[src/rtl/mem_arb_pkg.sv]
// Shared types and default widths for the two-port unified-memory arbiter.
package mem_arb_pkg;

    localparam int ADDR_W_DEF      = 32;
    localparam int DATA_W_DEF      = 32;
    localparam int MEM_LATENCY_DEF = 1;
    localparam int MAX_BURST_DEF   = 4;
    localparam int STAT_W          = 32;

    // Arbiter state doubles as "who owned the memory last cycle".
    typedef enum logic [1:0] {
        IDLE = 2'd0,
        CORE = 2'd1,
        DMA  = 2'd2
    } arb_state_t;

    typedef enum logic {
        OWN_CORE = 1'b0,
        OWN_DMA  = 1'b1
    } owner_t;

    typedef struct packed {
        logic   valid;
        owner_t owner;
    } rd_tag_t;

endpackage

[src/rtl/mem_arb_rd_pipe.sv]
// Fixed-latency read-tag pipe: tracks which requester issued each granted read
// and raises that side's rvalid when the memory data comes back.
module mem_arb_rd_pipe
    import mem_arb_pkg::*;
#(
    parameter int MEM_LATENCY = MEM_LATENCY_DEF
) (
    input  logic    clk,
    input  logic    rst_n,
    input  rd_tag_t i_tag,
    output logic    o_core_rvalid,
    output logic    o_dma_rvalid
);

    rd_tag_t r_pipe [MEM_LATENCY];

    // NOTE: the tag pipe is cleared on reset (unlike a data RAM) so reads that
    // were in flight when reset hit never surface as rvalid afterwards.
    // NOTE: sequential state uses non-blocking assignments so every stage
    // samples its predecessor's pre-edge value.
    always_ff @(posedge clk or negedge rst_n) begin
        if (!rst_n) begin
            for (int i = 0; i < MEM_LATENCY; i++) begin
                r_pipe[i] <= '0;
            end
        end else begin
            r_pipe[0] <= i_tag;
            for (int i = 1; i < MEM_LATENCY; i++) begin
                r_pipe[i] <= r_pipe[i-1];
            end
        end
    end

    assign o_core_rvalid = r_pipe[MEM_LATENCY-1].valid && (r_pipe[MEM_LATENCY-1].owner == OWN_CORE);
    assign o_dma_rvalid  = r_pipe[MEM_LATENCY-1].valid && (r_pipe[MEM_LATENCY-1].owner == OWN_DMA);

endmodule

[src/rtl/mem_arbiter.sv]
// Core/DMA arbiter for the unified instruction/data memory with burst capping.
// Optional grant/contention counters are built when MEM_ARB_STATS_EN is defined.
module mem_arbiter
    import mem_arb_pkg::*;
#(
    parameter int ADDR_W      = ADDR_W_DEF,
    parameter int DATA_W      = DATA_W_DEF,
    parameter int MEM_LATENCY = MEM_LATENCY_DEF,
    parameter int MAX_BURST   = MAX_BURST_DEF
) (
    input  logic              clk,
    input  logic              rst_n,
    input  logic              core_req,
    input  logic              core_we,
    input  logic [ADDR_W-1:0] core_addr,
    input  logic [DATA_W-1:0] core_wdata,
    output logic              core_gnt,
    output logic              core_rvalid,
    input  logic              dma_req,
    input  logic              dma_we,
    input  logic [ADDR_W-1:0] dma_addr,
    input  logic [DATA_W-1:0] dma_wdata,
    output logic              dma_gnt,
    output logic              dma_rvalid,
    output logic [DATA_W-1:0] rdata,
    output logic              mem_en,
    output logic              mem_we,
    output logic [ADDR_W-1:0] mem_addr,
    output logic [DATA_W-1:0] mem_wdata,
    input  logic [DATA_W-1:0] mem_rdata
`ifdef MEM_ARB_STATS_EN
    ,
    output logic [STAT_W-1:0] stat_core_grants,
    output logic [STAT_W-1:0] stat_dma_grants,
    output logic [STAT_W-1:0] stat_contention
`endif
);

    localparam int                BEAT_W   = $clog2(MAX_BURST + 1);
    localparam logic [BEAT_W-1:0] BEAT_MAX = BEAT_W'(MAX_BURST);
    localparam logic [BEAT_W-1:0] BEAT_ONE = BEAT_W'(1);

    arb_state_t        r_state;
    logic [BEAT_W-1:0] r_beat_cnt;
    logic [BEAT_W-1:0] w_beat_inc;
    logic              w_core_win;
    logic              w_dma_win;
    logic              w_burst_open;
    rd_tag_t           w_push_tag;

    assign w_burst_open = (r_beat_cnt < BEAT_MAX);

    // NOTE: both outputs get a default before the case so no path leaves them
    // unassigned, which would otherwise infer latches.
    always_comb begin
        w_core_win = 1'b0;
        w_dma_win  = 1'b0;
        if (rst_n) begin
            unique case (r_state)
                CORE: begin
                    if (core_req && (w_burst_open || !dma_req)) w_core_win = 1'b1;
                    else if (dma_req)                           w_dma_win  = 1'b1;
                end
                DMA: begin
                    if (dma_req && (w_burst_open || !core_req)) w_dma_win  = 1'b1;
                    else if (core_req)                          w_core_win = 1'b1;
                end
                default: begin
                    if (core_req)     w_core_win = 1'b1;
                    else if (dma_req) w_dma_win  = 1'b1;
                end
            endcase
        end
    end

    assign core_gnt  = w_core_win;
    assign dma_gnt   = w_dma_win;
    assign mem_en    = w_core_win | w_dma_win;
    assign mem_we    = (w_core_win & core_we) | (w_dma_win & dma_we);
    assign mem_addr  = w_core_win ? core_addr  : (w_dma_win ? dma_addr  : '0);
    assign mem_wdata = w_core_win ? core_wdata : (w_dma_win ? dma_wdata : '0);
    assign rdata     = mem_rdata;

    assign w_beat_inc = (r_beat_cnt == BEAT_MAX) ? BEAT_MAX : r_beat_cnt + 1'b1;

    always_ff @(posedge clk or negedge rst_n) begin
        if (!rst_n) begin
            r_state    <= IDLE;
            r_beat_cnt <= '0;
        end else if (w_core_win) begin
            r_state    <= CORE;
            r_beat_cnt <= (r_state == CORE) ? w_beat_inc : BEAT_ONE;
        end else if (w_dma_win) begin
            r_state    <= DMA;
            r_beat_cnt <= (r_state == DMA) ? w_beat_inc : BEAT_ONE;
        end else begin
            r_state    <= IDLE;
            r_beat_cnt <= '0;
        end
    end

    assign w_push_tag.valid = mem_en && !mem_we;
    assign w_push_tag.owner = w_dma_win ? OWN_DMA : OWN_CORE;

    mem_arb_rd_pipe #(
        .MEM_LATENCY (MEM_LATENCY)
    ) u_rd_pipe (
        .clk           (clk),
        .rst_n         (rst_n),
        .i_tag         (w_push_tag),
        .o_core_rvalid (core_rvalid),
        .o_dma_rvalid  (dma_rvalid)
    );

`ifdef MEM_ARB_STATS_EN
    logic [STAT_W-1:0] r_stat_core;
    logic [STAT_W-1:0] r_stat_dma;
    logic [STAT_W-1:0] r_stat_cont;

    // Both requesting always means exactly one of them lost the cycle.
    always_ff @(posedge clk or negedge rst_n) begin
        if (!rst_n) begin
            r_stat_core <= '0;
            r_stat_dma  <= '0;
            r_stat_cont <= '0;
        end else begin
            if (w_core_win && (r_stat_core != '1)) r_stat_core <= r_stat_core + 1'b1;
            if (w_dma_win && (r_stat_dma != '1))   r_stat_dma  <= r_stat_dma + 1'b1;
            if (core_req && dma_req && mem_en && (r_stat_cont != '1))
                r_stat_cont <= r_stat_cont + 1'b1;
        end
    end

    assign stat_core_grants = r_stat_core;
    assign stat_dma_grants  = r_stat_dma;
    assign stat_contention  = r_stat_cont;
`endif

endmodule

[config.mk]
export PLATFORM = sky130hd
export DESIGN_NAME = mem_arbiter
export DESIGN_NICKNAME = d
export VERILOG_FILES = /design/src/rtl/mem_arb_pkg.sv /design/src/rtl/mem_arb_rd_pipe.sv /design/src/rtl/mem_arbiter.sv
export SDC_FILE = /design/constraint.sdc
export NUM_CORES = 1
export LEC_CHECK = 0
export CORE_AREA = 2 2 104 106
export DETAILED_ROUTE_END_ITERATION = 10
export DIE_AREA = 0 0 106 108
export DONT_BUFFER_PORTS = 1
export PLACE_DENSITY_LB_ADDON = 0.25
export RECOVER_POWER = 50
export SLEW_MARGIN = 30
export SYNTH_ARGS = -nofsm -noshare
export SYNTH_HDL_FRONTEND = slang
export SYNTH_SLANG_ARGS = --single-unit
[constraint.sdc]
create_clock -name clk -period 2.2 [get_ports clk]
set_input_delay 0.44 -clock clk [delete_from_list [all_inputs] [get_ports clk]]
set_output_delay 0.44 -clock clk [all_outputs]
set_load 0.05 [all_outputs]
==> results of run 1 <==
==> sequential cells by signal, summed over array words and instances (netlist names) <==
signal            cells
r_beat_cnt            3
u_rd_pipe.r_pipe      2
r_state               2
==> path summary, 6_finish.rpt <==
kind	from	end	slack, ps	cells after the start
worst min-delay path	dma_we	u_rd_pipe.r_pipe[1]$_DFF_PN0_	300	1
worst min register to register	r_beat_cnt[1]$_DFF_PN0_	r_beat_cnt[2]$_DFF_PN0_	690	2
min in group asynchronous	rst_n	r_beat_cnt[0]$_DFF_PN0_	540	1
worst max-delay path	r_state[0]$_DFF_PN0_	mem_wdata[1]	-610	8
worst max register to register	r_state[0]$_DFF_PN0_	u_rd_pipe.r_pipe[1]$_DFF_PN0_	-20	10
max in group asynchronous	rst_n	r_beat_cnt[2]$_DFF_PN0_	1420	1
==> routing by layer <==
metal  wire [um]  share of wire (%)  GRT usage, %  vias up
met5           0                  0             0        -
met2        4000                 57          22.9      146
met1        2270                 33          11.2      653
met3         664                9.5          2.83        8
met4          43               0.62          1.03        0
li1            -                  -             -      617
==> power by group through the flow <==
stage,clock network (mW),registers (mW),logic (mW)
after floorplan,0,0.142,0.746
after global placement,0,0.143,0.690
after detailed placement,0,0.143,0.690
after CTS,0.181,0.142,0.868
after global routing,0.193,0.143,0.898
final,0.177,0.142,0.864
==> cell usage after synthesis, types with 2 or more instances <==
cell type,count,area (sq um)
sky130_fd_sc_hd__buf_4,33,248
sky130_fd_sc_hd__dfrtp_1,7,175
sky130_fd_sc_hd__nand2_1,3,11.3
sky130_fd_sc_hd__buf_2,7,35.0
sky130_fd_sc_hd__nor2b_1,2,12.5
sky130_fd_sc_hd__ha_1,4,50.1
sky130_fd_sc_hd__nor2_1,2,7.51
sky130_fd_sc_hd__clkbuf_1,6,22.5
sky130_fd_sc_hd__inv_1,6,22.5
sky130_fd_sc_hd__or2_2,2,12.5
sky130_fd_sc_hd__a21oi_1,4,20.0
sky130_fd_sc_hd__a22o_1,65,569
sky130_fd_sc_hd__nand3b_1,2,15.0
sky130_fd_sc_hd__and2_1,2,12.5
sky130_fd_sc_hd__o2111ai_1,2,17.5
sky130_fd_sc_hd__buf_6,3,33.8
sky130_fd_sc_hd__nand2b_1,2,12.5
==> logic make-up (layout without fill, tap and decap cells) <==
group / after synthesis / after routing / synth area share (%)
compound gates: 81 / 81 / 50.2
fa+ha+maj: 4 / 4 / 3.60
buf+inv: 55 / 54 / 26.0
flops: 7 / 7 / 12.6
simple gates: 18 / 18 / 7.64
==> per-stage QoR <==
step                      util, %  instance area, sq um  setup WS [ps]  hold WS, ps  power, mW
after floorplan                 -                  1820           -249          144      0.889
after CTS                    26.0                  2670           -615          306       1.19
final                        26.2                  2690           -613          303       1.18
after detailed placement     19.1                  1960           -411          145      0.833
after global placement       19.1                  1960           -402          145      0.833
after global routing         26.2                  2690           -667          297       1.23
==> layout make-up <==
type	instances	area, sq um	area share (%)
flip-flops and latches	7	175	6.52
multi-input cells	103	1540	57.5
clock buffers	4	45.0	1.68
inverters	6	22.5	0.839
well taps	136	170	6.34
repair buffers	44	728	27.1
==> repair_timing <==
action	CTS	global route
setup endpoints to repair	69	69
setup buffers	8	3
hold endpoints to repair	7	0
cloned	9	1
hold buffers	1	0
resized for setup	57	8
pin swaps	27	12
==> impl_results.rst, run 1 <==
.. list-table::
   :header-rows: 1

   * - Metric
     - Value
   * - Worst path buffer plus inverter count
     - 4
   * - Io pins
     - approximately 270
   * - Global route total overflow
     - 0
   * - Cell class contributing the biggest share of worst-path delay
     - compound AO/OA/AOI/OAI gates
   * - Core outline area
     - slightly above 10000 sq um
   * - Die area
     - 11400 sq um
   * - Class of the worst hold path
     - input port to flop
   * - Kind of launch point of the worst setup path
     - flop
   * - Quantity of I/O buffers inserted on ports
     - 0
   * - Antenna-violating nets left
     - 0
   * - Setup violations, final
     - 69
   * - Most common cell after layout, fill and taps aside
     - sky130_fd_sc_hd__a22o_4
   * - Die span in x
     - around 110 um
   * - CP Class
     - flop to output pin
   * - Relative contribution of the clock network to total power
     - 15.0%
   * - Power per cell area
     - 441 nW/um^2
   * - Status
     - finished with violations
   * - Share of flip-flops with an asynchronous set or reset after synthesis
     - 100%
   * - Initial antenna violation count
     - 0
   * - Core Rows
     - 37
   * - Number of buffers on the longest clock path
     - 2
   * - Count of synthesis-stage warnings from yosys
     - 0
   * - Distinct cell type count of the synthesized netlist
     - 30
   * - Post-route insts no fill
     - 300
   * - Mapped Nets
     - 335
   * - Critical path peak fanout
     - 9
   * - Clock-pin slew of the registers on the worst-case setup and hold paths
     - 40 ps
   * - Slowest-stage cell, CP
     - sky130_fd_sc_hd__or4b_4
   * - Worst-margin pin slew
     - roughly 530 ps
   * - Clock Tree Root
     - sky130_fd_sc_hd__clkbuf_8
   * - Number of hold violations in the final report
     - 0
   * - Number of sinks on the clock net
     - 7
   * - Vias
     - 1424
   * - Placer's final routability congestion estimate
     - between 0.7 and 0.8
   * - Wire length reported by the detailed router
     - 6980 um
   * - DP HPWL
     - ~4700 um
   * - Highest ir drop seen on vdd
     - 0.000181 V
   * - Per-cell routed wire length
     - around 23 um
   * - Fraction of layout cells with a size suffix above 1
     - around three quarters
   * - Leakage
     - 1.19 nW
   * - Gate count of the mapped netlist
     - between 150 and 200
   * - Placed insts
     - around 280
   * - Longest individual stage delay on the worst path
     - 480 ps
   * - Skew-Pair Late Insertion Delay
     - 230 ps
   * - Share of total power in sequential cells
     - 12.0%
   * - Number of flops mapped to enable cells by yosys
     - 0
   * - Switching share of total power
     - between 40% and 50%
   * - Number of iterations in the first detailed-routing pass
     - 4
   * - Register area share after synthesis
     - between 10 and 15%
   * - Sort of element at the end of the critical path
     - output pin
   * - DRC violations left
     - 0
   * - Power share of the combinational group
     - 73.0%
   * - Synthesized area
     - roughly 1400 sq um
   * - Setup TNS
     - -36170 ps
   * - Unrepaired setup endpoints after global routing
     - yes
   * - Required time at the endpoint of the critical path
     - ~1800 ps
   * - Number of global-route vias before repair
     - 1513
   * - Global-route usage over all layers
     - 10.9%
   * - Leading cell types in the layout, fill and taps excluded
     - sky130_fd_sc_hd__a22o_4, sky130_fd_sc_hd__buf_12, sky130_fd_sc_hd__buf_4
   * - Max-slew headroom at the worst pin
     - 65.0%
   * - Arrival time at the worst endpoint
     - 2370 ps
   * - Number of DRC markers in iteration 0
     - 39
   * - Violations in the final reports
     - negative setup slack
   * - Count of inserted antenna diode cells
     - 0
   * - Layout fillers
     - about 1.1k
   * - Timing-limited maximum frequency
     - 0.356 GHz
   * - Initial Utilization
     - 13.6%
   * - Worst setup margin
     - -613 ps
   * - Mean number of vias per cell
     - 4.75
   * - Average footprint of a synthesized cell
     - 8.43 sq um
   * - NetSw
     - 0.565 mW
   * - Crit path time final
     - around 2800 ps
   * - Wire length of the first global-routing pass
     - around 9400 um
   * - Flip-flop and latch count after synthesis
     - 7
   * - Worst clock skew on the final layout
     - 2.50 ps
   * - Nets
     - 335
   * - Most instantiated flip-flop cell in the synthesis netlist
     - sky130_fd_sc_hd__dfrtp_1
   * - Inserted Clock Buffers
     - 3
   * - Fin. max-slew vios
     - 0
   * - Internal power
     - 0.618 mW
   * - CTS tree
     - yes
   * - Cells along the critical path
     - inv_2 > ha_4 > buf_6 > or4b_4 > o2111a_4 > buf_12 > buf_16 > a22o_4
   * - Maxcap violations
     - 0
   * - H-tree levels
     - 1
   * - P&R area growth vs syn
     - 93.0%
   * - Floorplan die height
     - 108 um
   * - Maximum number of pins on one net before global-route repair
     - 20
   * - Final cycle utilization of the critical path
     - 128%
(Power assumes the default switching activity.)
==> inputs of run 2 (changes only) <==
Settings changed: SKIP_LAST_GASP set to 1.
Clock period 2.2 ns to 2.56 ns, I/O delays scaled along.
==> impl_results.rst, run 2 (synthesized netlist as in run 1, its figures left out) <==
.. list-table::
   :header-rows: 1

   * - Metric
     - Value
   * - Global-route usage over all layers
     - 10.0% (-0.90 points)
   * - Leading cell types in the layout, fill and taps excluded
     - sky130_fd_sc_hd__a22o_4, sky130_fd_sc_hd__buf_12, sky130_fd_sc_hd__a22o_2
   * - Worst-margin pin slew
     - 494 ps (-34.6 ps)
   * - Count of inserted antenna diode cells
     - 0 (unchanged)
   * - Placer's final routability congestion estimate
     - 0.708 (-0.44%)
   * - Fraction of layout cells with a size suffix above 1
     - 73.7% (-3.2 points)
   * - Register with the highest flop count
     - r_beat_cnt
   * - Longest individual stage delay on the worst path
     - 390 ps (-90 ps)
   * - Cells along the critical path
     - inv_2 > ha_4 > o21bai_4 > o41a_1 > a211oi_4 > buf_6 > buf_12 > a22o_2
   * - Die area
     - 11400 sq um (unchanged)
   * - Largest register FFs
     - 3 (unchanged)
   * - Clock Tree Root
     - sky130_fd_sc_hd__clkbuf_8
   * - Worst clock skew on the final layout
     - 2.47 ps (-0.0231 ps)
   * - Final cycle utilization of the critical path
     - 115%
   * - Die span in x
     - 106 um (unchanged)
   * - Mean number of vias per cell
     - 4.71 (-0.78%)
   * - Fin. max-slew vios
     - 0 (unchanged)
   * - Quantity of I/O buffers inserted on ports
     - 0 (unchanged)
   * - Worst path buffer plus inverter count
     - 3 (-1)
   * - Worst setup margin
     - -371 ps (+241 ps)
   * - Most common cell after layout, fill and taps aside
     - sky130_fd_sc_hd__a22o_4
   * - Crit path time final
     - 2930 ps
   * - Critical path peak fanout
     - 17 (+8)
   * - Post-Route Utilization
     - 25.0% (-1.2 points)
   * - Timing-limited maximum frequency
     - about 0.34 GHz
   * - Number of hold violations in the final report
     - 0 (unchanged)
   * - Class of the worst hold path
     - input port to flop
   * - Largest registers in the final layout
     - r_beat_cnt: 3 flops, r_state: 2 flops, u_rd_pipe.r_pipe: 2 flops
   * - Number of DRC markers in iteration 0
     - 67 (+72%)
   * - Antenna-violating nets left
     - 0 (unchanged)
   * - P&R area growth vs syn
     - 84.2%
   * - Number of sinks on the clock net
     - 7 (unchanged)
   * - Maxcap violations
     - 0 (unchanged)
   * - Setup violations, final
     - 67 (-2.9%)
   * - Core outline area
     - 10200 sq um (unchanged)
   * - H-tree levels
     - 1 (unchanged)
   * - Number of buffers on the longest clock path
     - 2 (unchanged)
   * - Kind of launch point of the worst setup path
     - flop
   * - Number of global-route vias before repair
     - 1533 (+1.3%)
   * - Status
     - finished with violations
   * - CTS tree
     - yes
   * - Floorplan die height
     - 108 um (unchanged)
   * - Initial antenna violation count
     - 0 (unchanged)
   * - Violations in the final reports
     - negative setup slack
   * - Initial Utilization
     - 13.6% (unchanged)
   * - CP Class
     - flop to output pin
   * - Leakage
     - 1.11 nW (-6.6%)
   * - Core Rows
     - 37 (unchanged)
   * - Maximum number of pins on one net before global-route repair
     - 34 (+70%)
   * - Slowest-stage cell, CP
     - sky130_fd_sc_hd__dfrtp_1
   * - Vias
     - 1427 (+0.21%)
   * - Clock-pin slew of the registers on the worst-case setup and hold paths
     - 40 ps (about the same)
   * - Arrival time at the worst endpoint
     - 2420 ps (+50 ps)
   * - Nets
     - 338 (+0.90%)
   * - Wire length reported by the detailed router
     - 6710 um (-3.8%)
   * - Io pins
     - 268 (unchanged)
   * - Required time at the endpoint of the critical path
     - 2050 ps (+290 ps)
   * - Highest ir drop seen on vdd
     - 0.000136 V (-25%)
   * - DRC violations left
     - 0 (unchanged)
   * - DP HPWL
     - 4350 um (-7.6%)
   * - Inserted Clock Buffers
     - 3 (unchanged)
   * - Wire length of the first global-routing pass
     - 8980 um (-4.6%)
   * - Global route total overflow
     - 0 (unchanged)
   * - Power per cell area
     - 385 nW/um^2 (-13%)
   * - Sort of element at the end of the critical path
     - output pin
   * - Cell class contributing the biggest share of worst-path delay
     - compound AO/OA/AOI/OAI gates
   * - Per-cell routed wire length
     - 22.2 um (-4.7%)
   * - Max-slew headroom at the worst pin
     - 67.3% (+2.3 points)
   * - Minimum hold slack
     - 381 ps (+78.0 ps)
   * - Number of iterations in the first detailed-routing pass
     - 3 (-1)
   * - Skew-Pair Late Insertion Delay
     - 220 ps (about the same)
   * - Unrepaired setup endpoints after global routing
     - yes
## run 2: changes by cell type in the layout (fill, tap and decap cells not counted), sizes merged
cell    delta
clkbuf     +2
buf        -1
bufbuf     +2
## run 2: what timing repair did
item,4_1_cts,5_1_grt
endpoints found under the setup margin,67,67
hold buffers,1,0
resized for setup,42,16
buffers inserted,4,1
hold endpoints to repair,7,0
gates cloned,6,3
pin swaps,3,9
## run 2: through the flow
step                setup WS, ps  setup TNS (ps)  std cells  area (sq um)  power, mW
detailed placement          -163           -9410        284          1850      0.704
floorplan                  -96.3            -901        165          1510      0.706
global route                -455          -25350        303          2560       1.03
CTS                         -334          -19730        299          2390      0.970
finish                      -371          -20000        303          2560      0.988
global placement            -129           -7120        284          1850      0.703
## run 2: area by class of cell
class | count | area (sq um)
fill | 1048 | 7670
inverter | 6 | 22.5
sequential | 7 | 175
clock buffer | 4 | 45.0
tap | 136 | 170
timing repair buffer | 47 | 825
multi-input combinational | 103 | 1330
## run 2: worst paths after layout
| kind | slack (ps) | cells after the start | from | end |
|---|---|---|---|---|
| setup / recovery | -370 | 8 | r_state[0]$_DFF_PN0_ | mem_addr[19] |
| hold / removal | 380 | 1 | dma_we | u_rd_pipe.r_pipe[1]$_DFF_PN0_ |
| setup reg to reg | 320 | 9 | r_state[0]$_DFF_PN0_ | u_rd_pipe.r_pipe[1]$_DFF_PN0_ |
| hold reg to reg | 680 | 2 | r_beat_cnt[1]$_DFF_PN0_ | r_beat_cnt[2]$_DFF_PN0_ |
| max in group asynchronous | 1680 | 1 | rst_n | u_rd_pipe.r_pipe[0]$_DFF_PN0_ |
| min in group asynchronous | 630 | 1 | rst_n | r_beat_cnt[1]$_DFF_PN0_ |
## run 2: power by group
part | internal, mW | total [mW] | switching (mW) | leakage (nW)
clock network | 0.107 | 0.151 | 0.0439 | 0.0228
logic | 0.295 | 0.715 | 0.420 | 0.997
registers | 0.117 | 0.121 | 0.00413 | 0.0946
## run 2: layer usage
metal | GRT usage (%) | vias up | share of wire, %
met3 | 2.83 | 4 | 9.8
met2 | 18.8 | 133 | 54
met1 | 11.4 | 666 | 35
met4 | 2.16 | 0 | 0.82
met5 | 0 | - | 0
li1 | - | 624 | -
==> inputs of run 3 (changes only) <==
Settings changed: ABC_AREA set to 1, CORE_AREA 2 2 104 106 to 2 2 103 105, DIE_AREA 0 0 106 108 to 0 0 105 107.
==> impl_results.rst, run 3 <==
.. list-table::
   :header-rows: 1

   * - Metric
     - Value
   * - Status
     - complete, no violations
   * - Worst reg2reg path startpoint
     - r_state[0]$_DFF_PN0_
   * - Setup TNS
     - 0 ps (+20000 ps)
   * - Number of DRC markers in iteration 0
     - 195 (+190%)
   * - Inserted Clock Buffers
     - 3 (unchanged)
   * - Initial antenna violation count
     - 0 (unchanged)
   * - Antenna-violating nets left
     - 0 (unchanged)
   * - Area fraction in compound gates after synthesis
     - 1.35% (-49 points)
   * - Register area share after synthesis
     - 9.98% (-2.6 points)
   * - Fin. max-slew vios
     - 0 (unchanged)
   * - Unrepaired setup endpoints after global routing
     - yes
   * - Quantity of I/O buffers inserted on ports
     - 0 (unchanged)
   * - Length in cells of the worst reg-to-reg path
     - 9 (unchanged)
   * - Number of buffers on the longest clock path
     - 2 (unchanged)
   * - Mean number of vias per cell
     - 4.75 (+0.93%)
   * - Largest area contributor in the netlist
     - sky130_fd_sc_hd__nand2_1
   * - Wire length of the first global-routing pass
     - 11300 um (+26%)
   * - Die area
     - 11200 sq um (-1.9%)
   * - Multi-input gate area in the final layout
     - 1200 sq um (-9.3%)
   * - Clock Tree Root
     - sky130_fd_sc_hd__clkbuf_8
   * - Number of flops mapped to enable cells by yosys
     - 0 (unchanged)
   * - Sort of element at the end of the critical path
     - output pin
   * - Core outline area
     - 10100 sq um (-1.4%)
   * - Count of inserted antenna diode cells
     - 0 (unchanged)
   * - Leakage
     - 1.54 nW (+38%)
   * - Parity-gate share of the synthesized area counting xor and xnor cells
     - 0% (unchanged)
   * - Flip-flop and latch count after synthesis
     - 7 (unchanged)
   * - Clock-pin slew of the registers on the worst-case setup and hold paths
     - 40 ps (about the same)
   * - Wire length reported by the detailed router
     - 7590 um (+13%)
   * - Timing-limited maximum frequency
     - 0.400 GHz (+17%)
   * - Longest individual stage delay on the worst path
     - 400 ps (about the same)
   * - Synth top area cells
     - sky130_fd_sc_hd__nand2_1, sky130_fd_sc_hd__nand4_1, sky130_fd_sc_hd__buf_4
   * - Cells along the critical path
     - ha_4 > a21oi_4 > nand2_2 > nand2_4 > nor2_4 > buf_4 > buf_12 > nand2_1 > nand2_1 > buf_12
   * - P&R area growth vs syn
     - 84.5%
   * - Placed insts
     - 477 (+68%)
   * - Per-cell routed wire length
     - 15.5 um (-30%)
   * - Main combinational cell family by area after synthesis
     - simple AND/OR/NAND/NOR gates
   * - Top-area cell type share of the netlist area
     - 32.7% (-8.2 points)
   * - Gate count of the mapped netlist
     - 325 (+97%)
   * - Average footprint of a synthesized cell
     - 5.40 sq um (-36%)
   * - Skew-Pair Late Insertion Delay
     - 230 ps (about the same)
   * - Highest ir drop seen on vdd
     - 0.000226 V (+67%)
   * - Mapped Nets
     - 495 (+48%)
   * - Max-slew headroom at the worst pin
     - 61.0% (-6.3 points)
   * - Placement Setup Slack
     - 208 ps (+371 ps)
   * - Largest registers in the final layout
     - r_beat_cnt: 3 flops, r_state: 2 flops, u_rd_pipe.r_pipe: 2 flops
   * - Setup slack, reg-to-reg
     - 820 ps (+500 ps)
   * - Largest register FFs
     - 3 (unchanged)
   * - Number of global-route vias before repair
     - 2284 (+49%)
   * - Setup violations, final
     - 0 (-100%)
   * - Share of flip-flops with an asynchronous set or reset after synthesis
     - 100% (unchanged)
   * - DRC violations left
     - 0 (unchanged)
   * - Register with the highest flop count
     - r_beat_cnt
   * - Number of sinks on the clock net
     - 7 (unchanged)
   * - Floorplan die height
     - 107 um (-0.93%)
   * - Global route total overflow
     - 0 (unchanged)
   * - Distinct cell type count of the synthesized netlist
     - 18 (-40%)
   * - Simple-gate area share of the yosys netlist
     - 60.6% (+53 points)
   * - Most common cell after layout, fill and taps aside
     - sky130_fd_sc_hd__nand2_1
   * - Maxcap violations
     - 0 (unchanged)
   * - CP Class
     - flop to output pin
   * - Worst-margin pin slew
     - 587 ps (+93.1 ps)
   * - Initial Utilization
     - 17.4% (+3.8 points)
   * - Crit path time final
     - 2500 ps (-430 ps)
   * - Class of the worst hold path
     - input port to asynchronous set/reset pin
   * - DP HPWL
     - 5450 um (+25%)
   * - Fraction of layout cells with a size suffix above 1
     - 28.2% (-45 points)
   * - Required time at the endpoint of the critical path
     - 2050 ps (about the same)
   * - Power per cell area
     - 576 nW/um^2 (+49%)
   * - FF/Latch Area
     - 175 sq um (unchanged)
   * - Placer's final routability congestion estimate
     - 0.726 (+2.5%)
   * - Kind of launch point of the worst setup path
     - flop
   * - Synthesized area
     - 1760 sq um (+26%)
   * - Die span in x
     - 105 um (-0.94%)
   * - Arrival time at the worst endpoint
     - 1990 ps (-430 ps)
   * - Worst clock skew on the final layout
     - 0.206 ps (-2.27 ps)
   * - Core Rows
     - 37 (unchanged)
   * - RR Endpoint
     - u_rd_pipe.r_pipe[1]$_DFF_PN0_
   * - Synth Area in Adders
     - 2.85% (-0.75 points)
   * - Slowest-stage cell, CP
     - sky130_fd_sc_hd__dfrtp_1
   * - Maximum number of pins on one net before global-route repair
     - 37 (+8.8%)
   * - Minimum hold slack
     - 626 ps (+245 ps)
   * - Nets
     - 526 (+56%)
   * - Final cycle utilization of the critical path
     - 97.7% (-17 points)
   * - Worst setup margin
     - 58.7 ps (+430 ps)
   * - Post-synthesis mux area share
     - 0% (unchanged)
   * - Leading cell type by number of instances after synthesis
     - sky130_fd_sc_hd__nand2_1
   * - Io pins
     - 268 (unchanged)
   * - Ranking of synthesized cells by instance count
     - sky130_fd_sc_hd__nand2_1, sky130_fd_sc_hd__nand4_1, sky130_fd_sc_hd__buf_4
   * - Number of hold violations in the final report
     - 0 (unchanged)
   * - Count of synthesis-stage warnings from yosys
     - 0 (unchanged)
   * - H-tree levels
     - 1 (unchanged)
   * - Number of iterations in the first detailed-routing pass
     - 5 (+2)
   * - Post-route insts no fill
     - 491 (+62%)
   * - Global-route usage over all layers
     - 12.4% (+2.4 points)
   * - Leading cell types in the layout, fill and taps excluded
     - sky130_fd_sc_hd__nand2_1, sky130_fd_sc_hd__buf_12, sky130_fd_sc_hd__nand4_1
   * - CTS tree
     - yes
   * - Most instantiated flip-flop cell in the synthesis netlist
     - sky130_fd_sc_hd__dfrtp_1
   * - Critical path peak fanout
     - 10 (-7)
   * - Layout fillers
     - 1084 (+3.4%)
   * - Vias
     - 2334 (+64%)
## run 3: cell types whose count changed after synthesis, sizes merged, moves of 4 or more
cell   change
a22o      -65
inv       +11
nand3      +7
nand2    +151
buf       +11
nand4     +66
nor2       +4
## run 3: how the worst max path moves through the flow
stage                    endpoint  slack [ps]                  from
floorplan           mem_wdata[24]         240  r_state[0]$_DFF_PN0_
global placement     mem_addr[24]         240  r_state[0]$_DFF_PN0_
detailed placement   mem_addr[24]         210  r_state[0]$_DFF_PN0_
CTS                   mem_addr[5]          -1  r_state[1]$_DFF_PN0_
global route        mem_wdata[22]         -20  r_state[1]$_DFF_PN0_
finish               mem_addr[24]          60  r_state[1]$_DFF_PN0_
## run 3: final cells by class
| class | count | share of cell area, % |
|---|---|---|
| Timing Repair Buffer | 86 | 48.9 |
| Multi-Input combinational cell | 241 | 37.1 |
| Inverter | 17 | 1.97 |
| Tap cell | 136 | 5.25 |
| Sequential cell | 7 | 5.41 |
| Clock buffer | 4 | 1.39 |
## run 3: cell families (layout without fill, tap and decap cells)
logic type | count (synthesis) | in the layout
buffers and inverters | 77 | 107
and+or+nand+nor | 233 | 233
DFF | 7 | 7
AOI/OAI and AO/OA | 4 | 4
adders and majority gates | 4 | 4
## run 3: power by group
part / leakage, nW / internal (mW) / switching (mW) / total [mW]
sequential: 0.0933 / 0.124 / 0.00743 / 0.131
clock: 0.0228 / 0.108 / 0.0521 / 0.160
combinational: 1.42 / 0.644 / 0.930 / 1.57
total: 1.54 / 0.876 / 0.989 / 1.87
## run 3: timing repair
item / 4_1_cts / 5_1_grt
hold buffers: 1 / 0
pin swaps: 2 / 3
setup buffers: 3 / 3
hold endpoints to repair: 7 / 0
endpoints found under the setup margin: 9 / 64
gates cloned: 3 / 0
gates resized for setup: 5 / 11
## run 3: worst max-delay path: cells and delay by family, from the launching register on
| kind | cells | cell delay, ps |
|---|---|---|
| AO/OA/AOI/OAI | 1 | 40 |
| adder cells (fa/ha/maj) | 1 | 320 |
| buffers and inverters | 3 | 430 |
| flip-flops | 1 | 400 |
| AND/OR/NAND/NOR | 5 | 560 |
## run 3: metal layers
metal | vias up | wire length, um | GRT usage, % | share of wire, %
met1 | 1058 | 2760 | 13.6 | 36
li1 | 1108 | - | - | -
met3 | 10 | 705 | 3.10 | 9.3
met4 | 0 | 104 | 4.00 | 1.4
met5 | - | 0 | 0 | 0
met2 | 158 | 4020 | 23.3 | 53
## run 3: per-stage QoR
stage / instance area (sq um) / total power [mW] / util [%]
after floorplan: 1760 / 1.08 / -
after global placement: 3000 / 1.60 / 29.7
after detailed placement: 3000 / 1.61 / 29.7
after CTS: 3210 / 1.86 / 31.8
after global routing: 3240 / 1.95 / 32.1
final: 3240 / 1.87 / 32.1
